$ cat src/rtl/data_mem_access_unit.sv
// ---------------------------------------------------------------------------
// data_mem_access_unit
//
// CPU-side load/store engine that drives the byte-addressed data RAM port.
// It takes one load/store request at a time from the pipeline. It checks the
// size, alignment and address range of each request, and drives the RAM
// control signals. Load data is sign- or zero-extended, and each request
// completes with a single-cycle response pulse.
//
// The RAM writes on negedge clk and registers DataOUT on posedge clk. Every
// output is registered except req_ready, which is high only in IDLE.
//
// Ports
//   clk, rst          single clock, asynchronous active-high reset
//   req_valid/ready   request handshake (accepted when both high at posedge)
//   req_write         1 = store, 0 = load
//   req_size          0 = byte, 1 = halfword, 2 = word, 3 = illegal
//   req_unsigned      loads only: 1 = zero-extend, 0 = sign-extend
//   req_addr          byte address
//   req_wdata         store data (low bytes used according to size)
//   resp_valid        one-cycle completion pulse, no backpressure
//   resp_error        misaligned / out-of-range / illegal size
//   resp_rdata        extended load data (0 for stores and errors)
//   LoadSelect        to RAM: access size
//   Address           to RAM: byte address
//   DataIN            to RAM: write data
//   Write             to RAM: write strobe
//   DataOUT           from RAM: read data (bytes above the access size undefined)
// ---------------------------------------------------------------------------
module data_mem_access_unit #(
  parameter int ADDR_W = 10
) (
  input  logic              clk,
  input  logic              rst,
  input  logic              req_valid,
  output logic              req_ready,
  input  logic              req_write,
  input  logic [1:0]        req_size,
  input  logic              req_unsigned,
  input  logic [31:0]       req_addr,
  input  logic [31:0]       req_wdata,
  output logic              resp_valid,
  output logic              resp_error,
  output logic [31:0]       resp_rdata,
  output logic [1:0]        LoadSelect,
  output logic [ADDR_W-1:0] Address,
  output logic [31:0]       DataIN,
  output logic              Write,
  input  logic [31:0]       DataOUT
);

  typedef enum logic [1:0] {
    IDLE   = 2'd0,
    ACCESS = 2'd1,
    READ   = 2'd2,
    DONE   = 2'd3
  } state_t;

  state_t              state_q, state_d;
  logic                resp_valid_q, resp_valid_d;
  logic                resp_error_q, resp_error_d;
  logic [31:0]         resp_rdata_q, resp_rdata_d;
  logic [1:0]          load_select_q, load_select_d;
  logic [ADDR_W-1:0]   address_q, address_d;
  logic [31:0]         data_in_q, data_in_d;
  logic                write_q, write_d;
  logic                unsigned_q, unsigned_d;

  logic                req_error;
  logic                addr_out_of_range;
  logic                sign_ext;
  logic [31:0]         load_ext;

  // Any address bit at or above ADDR_W lies outside the RAM.
  assign addr_out_of_range = |req_addr[31:ADDR_W];

  // Request-time error check. A request that passes the alignment check
  // cannot run past the top of the RAM, so no wrap check is needed.
  always_comb begin
    req_error = 1'b0;
    if (req_size == 2'd3) begin
      req_error = 1'b1;
    end
    if (addr_out_of_range) begin
      req_error = 1'b1;
    end
    if (req_size == 2'd1 && req_addr[0]) begin
      req_error = 1'b1;
    end
    if (req_size == 2'd2 && req_addr[1:0] != 2'b00) begin
      req_error = 1'b1;
    end
  end

  // Extension uses only the bytes that belong to the access. Undefined upper
  // DataOUT bytes therefore never reach resp_rdata.
  assign sign_ext = ~unsigned_q;

  always_comb begin
    load_ext = DataOUT;
    case (load_select_q)
      2'd0:    load_ext = {{24{sign_ext & DataOUT[7]}}, DataOUT[7:0]};
      2'd1:    load_ext = {{16{sign_ext & DataOUT[15]}}, DataOUT[15:0]};
      default: load_ext = DataOUT;
    endcase
  end

  // Next-state and output logic. resp_valid and resp_error default to 0, so
  // they are high only in the DONE cycle that a transition sets them for.
  always_comb begin
    state_d       = state_q;
    resp_valid_d  = 1'b0;
    resp_error_d  = 1'b0;
    resp_rdata_d  = resp_rdata_q;
    load_select_d = load_select_q;
    address_d     = address_q;
    data_in_d     = data_in_q;
    write_d       = write_q;
    unsigned_d    = unsigned_q;

    case (state_q)
      IDLE: begin
        if (req_valid) begin
          if (req_error) begin
            // Rejected requests never touch the RAM.
            state_d      = DONE;
            resp_valid_d = 1'b1;
            resp_error_d = 1'b1;
            resp_rdata_d = 32'h0;
          end else begin
            state_d       = ACCESS;
            address_d     = req_addr[ADDR_W-1:0];
            load_select_d = req_size;
            data_in_d     = req_wdata;
            write_d       = req_write;
            unsigned_d    = req_unsigned;
          end
        end
      end

      ACCESS: begin
        // The write strobe lasts exactly this one cycle. The RAM writes at
        // the negedge and samples Address at the closing posedge.
        write_d = 1'b0;
        if (write_q) begin
          state_d      = DONE;
          resp_valid_d = 1'b1;
          resp_rdata_d = 32'h0;
        end else begin
          state_d = READ;
        end
      end

      READ: begin
        state_d      = DONE;
        resp_valid_d = 1'b1;
        resp_rdata_d = load_ext;
      end

      DONE: begin
        state_d = IDLE;
      end

      default: begin
        state_d = IDLE;
      end
    endcase
  end

  // State register. Reset is asynchronous, so Write drops and any pending
  // response is discarded as soon as rst rises.
  always_ff @(posedge clk or posedge rst) begin
    if (rst) begin
      state_q       <= IDLE;
      resp_valid_q  <= 1'b0;
      resp_error_q  <= 1'b0;
      resp_rdata_q  <= 32'h0;
      load_select_q <= 2'd0;
      address_q     <= '0;
      data_in_q     <= 32'h0;
      write_q       <= 1'b0;
      unsigned_q    <= 1'b0;
    end else begin
      state_q       <= state_d;
      resp_valid_q  <= resp_valid_d;
      resp_error_q  <= resp_error_d;
      resp_rdata_q  <= resp_rdata_d;
      load_select_q <= load_select_d;
      address_q     <= address_d;
      data_in_q     <= data_in_d;
      write_q       <= write_d;
      unsigned_q    <= unsigned_d;
    end
  end

  assign req_ready  = (state_q == IDLE);
  assign resp_valid = resp_valid_q;
  assign resp_error = resp_error_q;
  assign resp_rdata = resp_rdata_q;
  assign LoadSelect = load_select_q;
  assign Address    = address_q;
  assign DataIN     = data_in_q;
  assign Write      = write_q;

endmodule

$ cat config.mk
export PLATFORM = sky130hd
export DESIGN_NAME = data_mem_access_unit
export DESIGN_NICKNAME = d
export VERILOG_FILES = /design/src/rtl/data_mem_access_unit.sv
export SDC_FILE = /design/constraint.sdc
export NUM_CORES = 1
export LEC_CHECK = 0
export CAP_MARGIN = 20
export CORE_MARGIN = 5
export CORE_UTILIZATION = 36
export DETAILED_ROUTE_END_ITERATION = 7
export PLACE_DENSITY = 0.87
export SYNTH_ARGS = -nofsm -noshare
export SYNTH_HDL_FRONTEND = slang
export SYNTH_SLANG_ARGS = --single-unit
export TNS_END_PERCENT = 30
$ cat constraint.sdc
create_clock -name clk -period 2.3 [get_ports clk]
set_clock_uncertainty 0.05 [all_clocks]
set_input_delay 0.23 -clock clk [delete_from_list [all_inputs] [get_ports clk]]
set_output_delay 0.23 -clock clk [all_outputs]
set_load 0.02 [all_outputs]
==> results.txt <==
----------------------------------------------------
[Layout]
  Footprint of the multi-input gates ... 1441 µm²
  Register cell area after layout ... 2052 µm²
  Ratio of cells with drive above 1 in the final layout ... 0.1898
  Count of filler cells inserted in the layout ... roughly 830
  Design area ... slightly below 6000 µm²
  NumNets Final ... around 570
  Fraction of the core area covered by cells at the end of the flow ... 0.5956
  Area added between synthesis and finish ... 60.34%
  Count of inserted antenna diode cells ... 0

[Floorplan]
  Standard-cell rows ... 36
  Die H ... ~110 µm
  Die Outline Area ... 12240 µm²
  Io pins ... about 180
  Die width ... 110.7 µm
  Core footprint ... 9819 µm²
  Effective utilization at floorplan ... 0.3714

[Placement]
  Detailed placer's ending HPWL ... 7242 µm
  Post-detailed-placement cell area ... 5628 µm²
  Routability congestion estimate from global placement ... 0.7771
  IO buf count ... between 150 and 200

[Logic synthesis]
  Fraction of synthesis flops using an asynchronous set or reset pin ... 1.000
  Number of distinct library cell variants in the gate-level netlist after synthesis ... 27
  Gate Count Post-Synth ... around 280
  Most numerous cell in the Yosys netlist ... dfrtp_1
  Post-synth net total ... slightly below 400
  Area leader, netlist ... dfrtp_1
  Post-synthesis area per instance ... about 13 µm²
  Synth top area cells ... dfrtp_1, mux2_2, mux2i_1
  Synth cell count leaders ... dfrtp_1, mux2_2, and3_1, inv_1, nand2b_1
  Area share of the largest cell type after synthesis ... 0.5626
  Post-synthesis register bit count ... 82
  Number of enable-type register cells in the synthesized netlist ... 0
  Cell Area, Synth ... around 3600 µm²
  Yosys Warn Count ... 0
  Sequential fraction of the synthesis area ... 0.5626
  Synth Flop Type ... dfrtp_1

[STA]
  Clock period minus final worst setup slack ... 2.127 ns
  Final setup vio count ... 0
  Hold violation total from the final report ... 0
  Number of pins with negative max-slew slack in the final report ... 0
  Unrepaired setup endpoints after global routing ... no
  Slew of the pin with the lowest slew margin ... 0.9674 ns
  FMAX ... 0.4702 GHz
  Final worst path period share ... 0.9247
  Final-layout setup total negative slack ... 0 ns
  Worst slew margin ... 0.3538
  Worst Hold Margin ... 0.2758 ns

[Critical path]
  Startpoint-to-endpoint class of the critical path ... flop to output pin
  Worst path arrival time ... 1.85 ns
  Largest driver fanout on the critical path ... 8
  Endpoint required time on the critical path ... roughly 2.0 ns
  Worst Reg2Reg Path Length in Cells ... 6
  Startpoint of the worst register-to-register path ... state_q[0]
  Start point of the critical path ... state_q[1]
  Critical Path Sink Type ... output pin
  Crit path launch type ... flop

[CTS]
  Clock slew seen by the registers of the worst setup and hold paths ... 0.08 ns
  Buffers from clock root to sink, at most ... 2
  Clk Latency, worst-skew pair ... 0.33 ns
  Count of H-tree levels built during CTS ... 3
  CTS tree ... built
  Number of sinks on the clock net ... 82
  Clock root buffer master ... clkbuf_8
  Post-CTS setup repair buffer count ... 0
  Hold-fix buffers at CTS ... 0
  Post-cts gate resize count ... 0
  Number of buffers created by CTS ... 9

[Job]
  Max_cap viols ... 0

[GRT]
  Number of antenna violations at the first check in global routing ... 0
  Wire length of the first global-routing pass ... 16370 µm
  Leftover overflow at the end of global routing ... 0
  Via count of the first global-routing pass ... roughly 3.3k
  GRT Util Overall ... 0.1614
  Pin count of the biggest net entering global routing ... a little over 80

[Drt]
  Overall routed net length ... 9704 µm
  Drt initial violations ... 100
  Number of routed nets with antenna violations ... 0
  Post-DR wirelength/cell ... 16.12 µm
  Via-to-Cell Ratio ... approximately 4.8
  Count of unresolved DRC violations after routing ... 0
  Number of vias after detailed routing ... 2863
  First drt pass iteration count ... 4

[Run status]
  Result of the run ... finished, final reports clean

[Pwr]
  Leakage dissipation ... ~2.6 nW
  IR drop worst, VDD ... 0.0004674 V
  Total power of the final layout ... 5.357 mW
  P per Cell Area ... 916.1 nW/µm²

[Hold path]
  Type of the tightest min-delay check ... primary input to asynchronous set/reset pin

----------------------------------------------------
==> report_power, final <==
part,total [mW],leakage (nW),internal (mW),switching (mW)
registers,1.92,1.12,1.75,0.167
clock network,1.14,0.103,0.643,0.496
logic,2.30,1.40,1.22,1.08
==> cell families after synthesis <==
kind of cell / share of synthesized area
AO/OA/AOI/OAI: 0.04871
buffers and inverters: 0.04219
AND/OR/NAND/NOR: 0.08954
flip-flops: 0.5626
multiplexers: 0.2432
adder cells (fa/ha/maj): 0.01372
==> worst paths after layout <==
path                             endpoint  slack [ns]
max reg2reg                resp_rdata[30]        0.21
min                            Address[6]        0.28
min reg2reg                resp_rdata[17]        0.46
max                             req_ready        0.17
max in group asynchronous      DataIN[16]        1.56
min in group clk                    Write        0.39
==> critical path, stage by stage, from the launching register on <==
cell and delay [ns]:
dfrtp_1 0.42, inv_1 0.10, ha_1 0.32, clkdlybuf4s50_1 0.68
==> layout by cell type (no fill, tap or decap), types with 3 or more instances in the layout <==
cell | Yosys | layout
clkinvlp_4 | 0 | 3
inv_1 | 16 | 15
nand2_1 | 10 | 10
mux2i_1 | 11 | 11
nor4_1 | 5 | 5
nand2b_1 | 16 | 16
clkdlybuf4s50_1 | 0 | 182
clkbuf_8 | 0 | 10
mux2_2 | 66 | 66
dfrtp_1 | 82 | 82
buf_12 | 0 | 3
ha_1 | 4 | 4
and3_1 | 16 | 16
a21boi_0 | 8 | 8
o21ai_0 | 10 | 10
buf_4 | 0 | 3
a21oi_1 | 3 | 3
mux2_1 | 3 | 3
==> metal layers <==
layer | global-route usage | wire [µm] | part of all wire
met2 | 0.2686 | 4729 | 0.49
met5 | 0 | 0 | 0
met3 | 0.06605 | 829 | 0.085
met4 | 0.04598 | 105 | 0.011
met1 | 0.1924 | 4040 | 0.42
==> registers in the layout, indices dropped and copies added (netlist names) <==
register,flops
resp_rdata,32
Address,10
LoadSelect,2
resp_valid,1
DataIN,32
resp_error,1
state_q,2
unsigned_q,1
Write,1
==> through the flow <==
step | setup slack [ns] | cells
after global routing | 0.08764 | 602
after global placement | 0.03596 | 586
after CTS | 0.1535 | 602
after floorplan | 0.1574 | 281
after detailed placement | -0.09759 | 586
final | 0.1731 | 602
==> layout make-up <==
cell class / instances / area share
Multi-Input combinational cell: 167 / 0.2465
Tap cell: 133 / 0.02846
Inverter: 16 / 0.01091
Clock buffer: 12 / 0.02482
Sequential cell: 82 / 0.3509
Timing Repair Buffer: 188 / 0.3256
Clock inverter: 4 / 0.01284
No activity file was read; power rests on OpenSTA's default activity.
